**config.mk**
```make
export PLATFORM = sky130hd
export DESIGN_NAME = nibble_serial_adder_ctrl
export DESIGN_NICKNAME = d
export VERILOG_FILES = /design/src/rtl/nibble_serial_adder_ctrl.sv
export SDC_FILE = /design/constraint.sdc
export NUM_CORES = 1
export LEC_CHECK = 0
export ABC_CLOCK_PERIOD_IN_PS = 2400
export BUFFER_PORTS_ARGS = -buffer_cell sky130_fd_sc_hd__buf_4
export CAP_MARGIN = 0
export CORE_ASPECT_RATIO = 1.4
export CORE_UTILIZATION = 35
export CTS_BUF_LIST = sky130_fd_sc_hd__clkbuf_2
export CTS_CLUSTER_SIZE = 28
export DETAILED_ROUTE_END_ITERATION = 10
export GPL_TIMING_DRIVEN = 0
export RECOVER_POWER = 25
export SKIP_CTS_REPAIR_TIMING = 1
export SYNTH_ARGS = -nofsm -noshare
export SYNTH_HDL_FRONTEND = slang
export SYNTH_SLANG_ARGS = --single-unit
```
**constraint.sdc**
```tcl
create_clock -name clk -period 2.4 [get_ports clk]
set_clock_uncertainty 0.2 [all_clocks]
set_input_delay 0.12 -clock clk [delete_from_list [all_inputs] [get_ports clk]]
set_output_delay 0.12 -clock clk [all_outputs]
set_load 0.01 [all_outputs]
```
**src/rtl/nibble_serial_adder_ctrl.sv**
```systemverilog
// nibble_serial_adder_ctrl
// Sequencer that time-shares one external 4-bit full adder to add two
// WIDTH-bit operands one nibble per clock, least significant nibble first.
// Operands are captured on an accepted start. The running carry is kept in a
// register between steps. The result is assembled nibble by nibble.
//
// Optional feature macro: SERIAL_ADDER_SUB_EN
//   When defined, a 'sub' input is added and latched with the operands.
//   With sub=1, the B nibbles are inverted and the first carry-in is forced
//   to 1, so result = op_a - op_b and carry_out=1 means "no borrow".
//
// WIDTH must be a multiple of 4 and at least 8.

`timescale 1ns/1ps

module nibble_serial_adder_ctrl #(
    parameter int WIDTH = 16
) (
    input  logic             clk,
    input  logic             rst_n,
    input  logic             start,
    input  logic [WIDTH-1:0] op_a,
    input  logic [WIDTH-1:0] op_b,
    input  logic             carry_in,
`ifdef SERIAL_ADDER_SUB_EN
    input  logic             sub,
`endif
    output logic             busy,
    output logic             done,
    output logic [WIDTH-1:0] result,
    output logic             carry_out,
    output logic [3:0]       adder_a,
    output logic [3:0]       adder_b,
    output logic             adder_cin,
    input  logic [3:0]       adder_sum,
    input  logic             adder_cout
);

    // Number of nibble steps and the width of the step counter.
    localparam int NIB = WIDTH / 4;
    localparam int KW  = (NIB > 1) ? $clog2(NIB) : 1;
    localparam logic [KW-1:0] LAST_STEP = KW'(NIB - 1);

    // Sequencer states.
    localparam logic [1:0] IDLE = 2'd0;
    localparam logic [1:0] RUN  = 2'd1;
    localparam logic [1:0] DONE = 2'd2;

    logic [1:0]       state;
    logic [KW-1:0]    step;
    logic [KW+1:0]    bit_base;
    logic [WIDTH-1:0] a_reg;
    logic [WIDTH-1:0] b_reg;
    logic             cin_reg;
    logic             carry_reg;
    logic [WIDTH-1:0] result_reg;
    logic             carry_out_reg;
    logic             accept;
    logic             last_step;
    logic [3:0]       b_nib;
    logic             first_cin;
`ifdef SERIAL_ADDER_SUB_EN
    logic             sub_reg;
`endif

    // A start is honoured in IDLE and also in DONE, which allows one
    // operation to follow another without an idle gap. It is ignored in RUN.
    assign accept    = start && (state != RUN);
    assign last_step = (step == LAST_STEP);

    // Bit offset of the nibble being processed in the current step.
    assign bit_base  = {step, 2'b00};

    // The status outputs are plain decodes of the state register.
    assign busy      = (state == RUN);
    assign done      = (state == DONE);
    assign result    = result_reg;
    assign carry_out = carry_out_reg;

    // B nibble and first-step carry. In subtract mode, B is inverted and
    // the +1 of the two's complement enters through the first carry-in.
`ifdef SERIAL_ADDER_SUB_EN
    assign b_nib     = sub_reg ? ~b_reg[bit_base +: 4] : b_reg[bit_base +: 4];
    assign first_cin = sub_reg ? 1'b1 : cin_reg;
`else
    assign b_nib     = b_reg[bit_base +: 4];
    assign first_cin = cin_reg;
`endif

    // Adder inputs are driven only while running. They are held at zero
    // otherwise, so a time-sharing integrator sees a quiet bus.
    always_comb begin
        adder_a   = 4'd0;
        adder_b   = 4'd0;
        adder_cin = 1'b0;
        if (state == RUN) begin
            adder_a   = a_reg[bit_base +: 4];
            adder_b   = b_nib;
            adder_cin = (step == '0) ? first_cin : carry_reg;
        end
    end

    // State transitions: IDLE -> RUN on start, RUN -> DONE after the last
    // nibble, and DONE -> RUN (back-to-back) or DONE -> IDLE.
    always_ff @(posedge clk or negedge rst_n) begin
        if (!rst_n) begin
            state <= IDLE;
        end else begin
            case (state)
                IDLE: begin
                    if (start) begin
                        state <= RUN;
                    end
                end
                RUN: begin
                    if (last_step) begin
                        state <= DONE;
                    end
                end
                DONE: begin
                    if (start) begin
                        state <= RUN;
                    end else begin
                        state <= IDLE;
                    end
                end
                default: begin
                    state <= IDLE;
                end
            endcase
        end
    end

    // Step counter: cleared on an accepted start and advanced once per
    // nibble while running. It wraps to zero after the last step.
    always_ff @(posedge clk or negedge rst_n) begin
        if (!rst_n) begin
            step <= '0;
        end else if (accept) begin
            step <= '0;
        end else if (state == RUN) begin
            if (last_step) begin
                step <= '0;
            end else begin
                step <= step + 1'b1;
            end
        end
    end

    // Operand capture: operands stay frozen for the whole run, so a start
    // that is ignored during RUN cannot disturb the sum in progress.
    always_ff @(posedge clk or negedge rst_n) begin
        if (!rst_n) begin
            a_reg   <= '0;
            b_reg   <= '0;
            cin_reg <= 1'b0;
        end else if (accept) begin
            a_reg   <= op_a;
            b_reg   <= op_b;
            cin_reg <= carry_in;
        end
    end

`ifdef SERIAL_ADDER_SUB_EN
    // The subtract request is captured together with the operands.
    always_ff @(posedge clk or negedge rst_n) begin
        if (!rst_n) begin
            sub_reg <= 1'b0;
        end else if (accept) begin
            sub_reg <= sub;
        end
    end
`endif

    // Carry chain between nibbles: each step's carry-out feeds the next
    // step's carry-in.
    always_ff @(posedge clk or negedge rst_n) begin
        if (!rst_n) begin
            carry_reg <= 1'b0;
        end else if (accept) begin
            carry_reg <= 1'b0;
        end else if (state == RUN) begin
            carry_reg <= adder_cout;
        end
    end

    // Result assembly: each step writes its nibble in place, so the upper
    // nibbles still hold stale data until the run reaches them.
    always_ff @(posedge clk or negedge rst_n) begin
        if (!rst_n) begin
            result_reg <= '0;
        end else if (state == RUN) begin
            result_reg[bit_base +: 4] <= adder_sum;
        end
    end

    // Final carry: taken only from the last nibble and then held with the
    // result until the next run completes.
    always_ff @(posedge clk or negedge rst_n) begin
        if (!rst_n) begin
            carry_out_reg <= 1'b0;
        end else if ((state == RUN) && last_step) begin
            carry_out_reg <= adder_cout;
        end
    end

endmodule

```
==> results of run 1 <==
==> cells by family after synthesis <==
| group | Yosys count | share of synthesized area (%) |
|---|---|---|
| AND/OR/NAND/NOR | 47 | 9.67 |
| adder cells (fa/ha/maj) | 6 | 2.80 |
| AO/OA/AOI/OAI | 28 | 6.92 |
| flip-flops | 55 | 51.4 |
| multiplexers | 51 | 25.0 |
| buffers and inverters | 12 | 4.21 |
==> where the power goes <==
group | internal (mW) | switching [mW]
registers | 1.37 | 0.279
clock network | 0.0617 | 0.283
logic | 1.59 | 1.14
==> how the worst max path moves through the flow <==
stage	to	slack, ns	cells past startpoint
2_1_floorplan	result[10]	0.36	7
3_3_place_gp	result[10]	0.02	7
3_5_place_dp	result[11]	-0.04	7
4_1_cts	adder_cin	-0.28	7
5_1_grt	adder_cin	0.01	7
6_report	adder_cin	0.15	7
==> cell usage after synthesis (2+ instances only) <==
master / instances / area share [%]
nand3b_1: 4 / 1.1
buf_12: 3 / 2.2
dfrtp_1: 55 / 51
o21ai_0: 9 / 1.7
nor2b_1: 2 / 0.47
inv_1: 3 / 0.42
o22ai_1: 9 / 2.1
o41ai_1: 2 / 0.65
mux2i_1: 17 / 6.4
o2bb2ai_1: 4 / 1.3
o31ai_1: 3 / 0.84
ha_1: 6 / 2.8
nand2_1: 26 / 3.6
mux2_4: 31 / 17
buf_2: 3 / 0.56
buf_6: 2 / 0.84
mux2_2: 3 / 1.3
nand3_1: 6 / 1.1
nor2_1: 3 / 0.42
==> layer usage <==
metal | GRT usage, % | vias to the layer above | share of wire [%]
met4 | 5.22 | 0 | 1.4
met2 | 26.3 | 52 | 53
met5 | 0 | - | 0
li1 | - | 970 | -
met1 | 17.8 | 981 | 42
met3 | 3.72 | 5 | 3.5
==> layout make-up <==
cell class                      count  area (um2)  share of cell area (%)
Buffer                              8         110                    2.81
Clock buffer                        5        25.0                   0.638
Clock inverter                      2        8.76                   0.223
Inverter                            4        15.0                   0.383
Multi-Input combinational cell    132        1210                    30.8
Sequential cell                    55        1380                    35.1
Tap cell                           97         121                    3.10
Timing Repair Buffer              123        1060                    26.9
==> worst max-delay path, cell delays in order (launching register included) <==
cell	delay, ns
dfrtp_1	0.48
buf_4	0.18
buf_8	0.16
inv_2	0.09
ha_4	0.17
mux2i_1	0.19
nor2_1	0.07
buf_4	0.14
==> per-stage QoR <==
step | setup slack [ns] | TNS (ns) | cells
final | 0.149 | 0 | 426
after global routing | 0.0101 | 0 | 426
after CTS | -0.279 | -0.633 | 371
after detailed placement | -0.0423 | -0.0444 | 364
after global placement | 0.0177 | 0 | 364
after floorplan | 0.362 | 0 | 199
==> results.cfg, run 1 <==
[yosys]
synth_edf_count = 0
synth.net_count = 246
syn_area_mm2 = 0.00268
syn_inst = 199
synth.distinct_cells = 27
yosys_warnings = 0
synth_area_per_cell_um2 = 13.5
synth_async_sr_flop_share_pct = 100
seq_area_frac_synth_pct = 51.4
synth_seq_cells = 55
synthFlopType = dfrtp_1

[power_and_ir_drop]
power.density_mw_per_mm2 = 1210
p_leak_nw = 1.89
p_total_mw = 4.73
ir_drop_mv = 0.826

[die]
die_h_um = 105
die-area_mm2 = 0.00801
start_util_pct = 36.4
die_w_um = 75.9
ioPinCount = 69
coreArea_mm2 = 0.00736
row_count = 37

[detailed_routing]
drtIter0Drc = 49
wirelength_um = 6220
remaining_drc_errors = 0
via_per_inst = 4.71
vias = 2008
wl_per_cell_um = 14.6
drtPass1Iterations = 4
ant_nets = 0

[clock_tree]
htreeDepth = 2
cts.sinks = 55
cts_tree = built
cts_made_buffers = 5
clk_latency_ns = 0.44
path_clk_slew_ns = 0.27
cts_max_path_buffers = 2
clock-root-buffer = clkbuf_2

[timing]
hold-worst-slack_ns = 0.236
setup_viol = 0
worst_pin_slew_ns = 1.35
min_period_ns = 2.25
period_share_pct = 93.8
rsz0062_at_grt = no
drv_slew = 0
fmax_mhz = 444
finalHoldViolCount = 0
slew_headroom_pct = 10.3

[final_layout]
layout_commonest_cell = buf_4
num-nets-final = 376
drive_gt1_share_pct = 38.9
layout_common_cells = buf_4 (69), dfrtp_1 (54), dlygate4sd3_1 (54)
antenna_cells = 0
postLayoutCoreUtil_pct = 53.3
fill_cells = 652
syn2layout_area_growth_pct = 46.4
fin_area_mm2 = 0.00392

[placed_design]
dpl_cell_area_mm2 = 0.00331
place_congestion = 0.765
port_buffers = 68
dp_hpwl_um = 4130

[setup_path]
critPathKind = reg2out
arrival_ns = 1.93
cp_max_fo = 10
required_ns = 2.08
r2r_cells = 7
rrSetupSlack_ns = 0.25
start_kind = flop
worstReg2RegStart = step[0]
timing.rr.end = result[11]
critPathLaunch = step[0]
worst_setup_path_end_kind = output pin

[grt]
gr-usage-all-layers_pct = 15.0
grt_pass1_wl_um = 9290
grt_pass1_vias = 1896
antenna_found_initial = 0
gr-total-overflow = 0
grt_max_degree = 56

[status]
status = completed

[job]
maxCapViolations = 0

[worst_hold_path]
hold_path.class = in2async
No activity file was read; power rests on OpenSTA's default activity.
==> run 2: changes to the inputs <==
CTS_BUF_LIST = sky130_fd_sc_hd__clkbuf_4 sky130_fd_sc_hd__clkbuf_8 sky130_fd_sc_hd__clkbuf_16   (was sky130_fd_sc_hd__clkbuf_2)
CTS_CLUSTER_DIAMETER = 100   (was unset)
==> run 2 against run 1 <==
Effect of this change:
- via count decreased by 3.2%
- first-iteration DRC count increased by 35%
- highest routed layer unchanged
- critical path depth unchanged
- combinational power decreased by 8.8%
- non-clock buffer count decreased by 15
- final cell count decreased by 3.5%
- clock power increased by 50%
- register-to-register slack got worse by 0.04 ns
- sequential power about the same
- critical endpoint unchanged
- largest cell class unchanged
- count of clock-buffer cells in the layout increased by 1
- setup slack got worse by 0.015 ns
- sequential share of layout area increased by 1.0 points
==> results.cfg, run 2 (synthesis results as in run 1) <==
[status]
status = completed

[detailed_routing]
wl_per_cell_um = 14.6
drtPass1Iterations = 4
drtIter0Drc = 66
ant_nets = 0
via_per_inst = 4.73
wirelength_um = 5990
vias = 1943
remaining_drc_errors = 0

[final_layout]
fin_area_mm2 = 0.00380
syn2layout_area_growth_pct = 42.1
drive_gt1_share_pct = 39.5
antenna_cells = 0
layout_common_cells = buf_4 (67), dfrtp_1 (55), dlygate4sd3_1 (40)
num-nets-final = 361
layout.cells.non_filler = 411
layout_commonest_cell = buf_4

[power_and_ir_drop]
pwr-share-seq_pct = 35.5
comb_power_share_pct = 53.4
p_sw_share_pct = 35.8
ir_drop_mv = 0.840
power_frac_clock_pct = 11.1
p_switching_mw = 1.67
power.density_mw_per_mm2 = 1220
p_leak_nw = 1.84
cell_internal_pwr_mw = 2.99

[job]
maxCapViolations = 0

[placed_design]
dp.cells = 364
dp_hpwl_um = 4130
dpl_cell_area_mm2 = 0.00331
place_congestion = 0.765
port_buffers = 68

[clock_tree]
cts_tree = built
path_clk_slew_ns = 0.10
clock-root-buffer = clkbuf_8
cts_max_path_buffers = 2
htreeDepth = 2
cts.sinks = 55
cts_made_buffers = 5
clk_latency_ns = 0.30

[grt]
antenna_found_initial = 0
gr-usage-all-layers_pct = 15.0
grt_pass1_vias = 1894
gr-total-overflow = 0
grt_max_degree = 56
grt_pass1_wl_um = 9280

[die]
start_util_pct = 36.4
row_count = 37
die_w_um = 75.9
die-area_mm2 = 0.00801
ioPinCount = 69
coreArea_mm2 = 0.00736
die_h_um = 105

[timing]
tns_ns = 0
slew_headroom_pct = 10.3
min_period_ns = 2.27
finalHoldViolCount = 0
worst_pin_slew_ns = 1.35
setup_viol = 0
period_share_pct = 94.4
rsz0062_at_grt = no
drv_slew = 0
fmax_mhz = 441

[setup_path]
required_ns = 2.08
critPathKind = reg2out
worst_setup_path_end_kind = output pin
cp_max_fo = 10
start_kind = flop
arrival_ns = 1.95

[worst_hold_path]
hold_path.class = reg2reg
[run 2: area by class of cell]
cell class / count / area, um2
Fill cell: 643 / 3560
Sequential cell: 55 / 1380
Clock inverter: 1 / 5.00
Tap cell: 97 / 121
Buffer: 8 / 104
Timing Repair Buffer: 108 / 908
Inverter: 4 / 15.0
Clock buffer: 6 / 82.6
Multi-Input combinational cell: 132 / 1190
[run 2: worst max-delay path: stages, from the launching register on]
cell	delay, ns
dfrtp_1	0.41
buf_2	0.22
buf_6	0.21
inv_1	0.10
ha_1	0.29
mux2i_1	0.15
nor2_1	0.13
buf_4	0.14
[run 2: path summary, 6_finish.rpt]
kind / start / to / slack, ns / depth (start not counted)
max in group asynchronous: rst_n / b_reg[13] / 0.73 / 2
worst max-delay path: step[0] / adder_cin / 0.13 / 7
worst min register to register: result[15] / result[15] / 0.29 / 2
worst min-delay path: result[15] / result[15] / 0.29 / 2
min in group asynchronous: rst_n / result[15] / 0.44 / 2
worst max register to register: step[0] / result[11] / 0.21 / 7
[run 2: routing by layer]
| metal | wire [um] | vias to the layer above | track usage (%) |
|---|---|---|---|
| li1 | - | 945 | - |
| met1 | 2600 | 938 | 18.0 |
| met2 | 3100 | 55 | 26.2 |
| met3 | 208 | 5 | 3.46 |
| met4 | 71 | 0 | 5.22 |
| met5 | 0 | - | 0 |
[run 2: power groups by stage]
stage / registers [mW] / clock network (mW) / logic (mW)
3_5_place_dp: 1.67 / 0 / 2.44
6_report: 1.65 / 0.519 / 2.49
4_1_cts: 1.66 / 0.538 / 2.45
2_1_floorplan: 1.66 / 0 / 1.62
5_1_grt: 1.72 / 0.582 / 2.68
3_3_place_gp: 1.66 / 0 / 2.41
[run 2: stage by stage]
step	util, %	setup WS (ns)	hold slack [ns]	power, mW
after floorplan	-	0.362	-0.376	3.28
after global placement	45.0	0.0177	0.0126	4.07
after detailed placement	45.0	-0.0423	0.0174	4.11
after CTS	46.1	-0.0890	-0.324	4.64
after global routing	51.7	0.00988	0.326	4.99
final	51.7	0.134	0.291	4.66
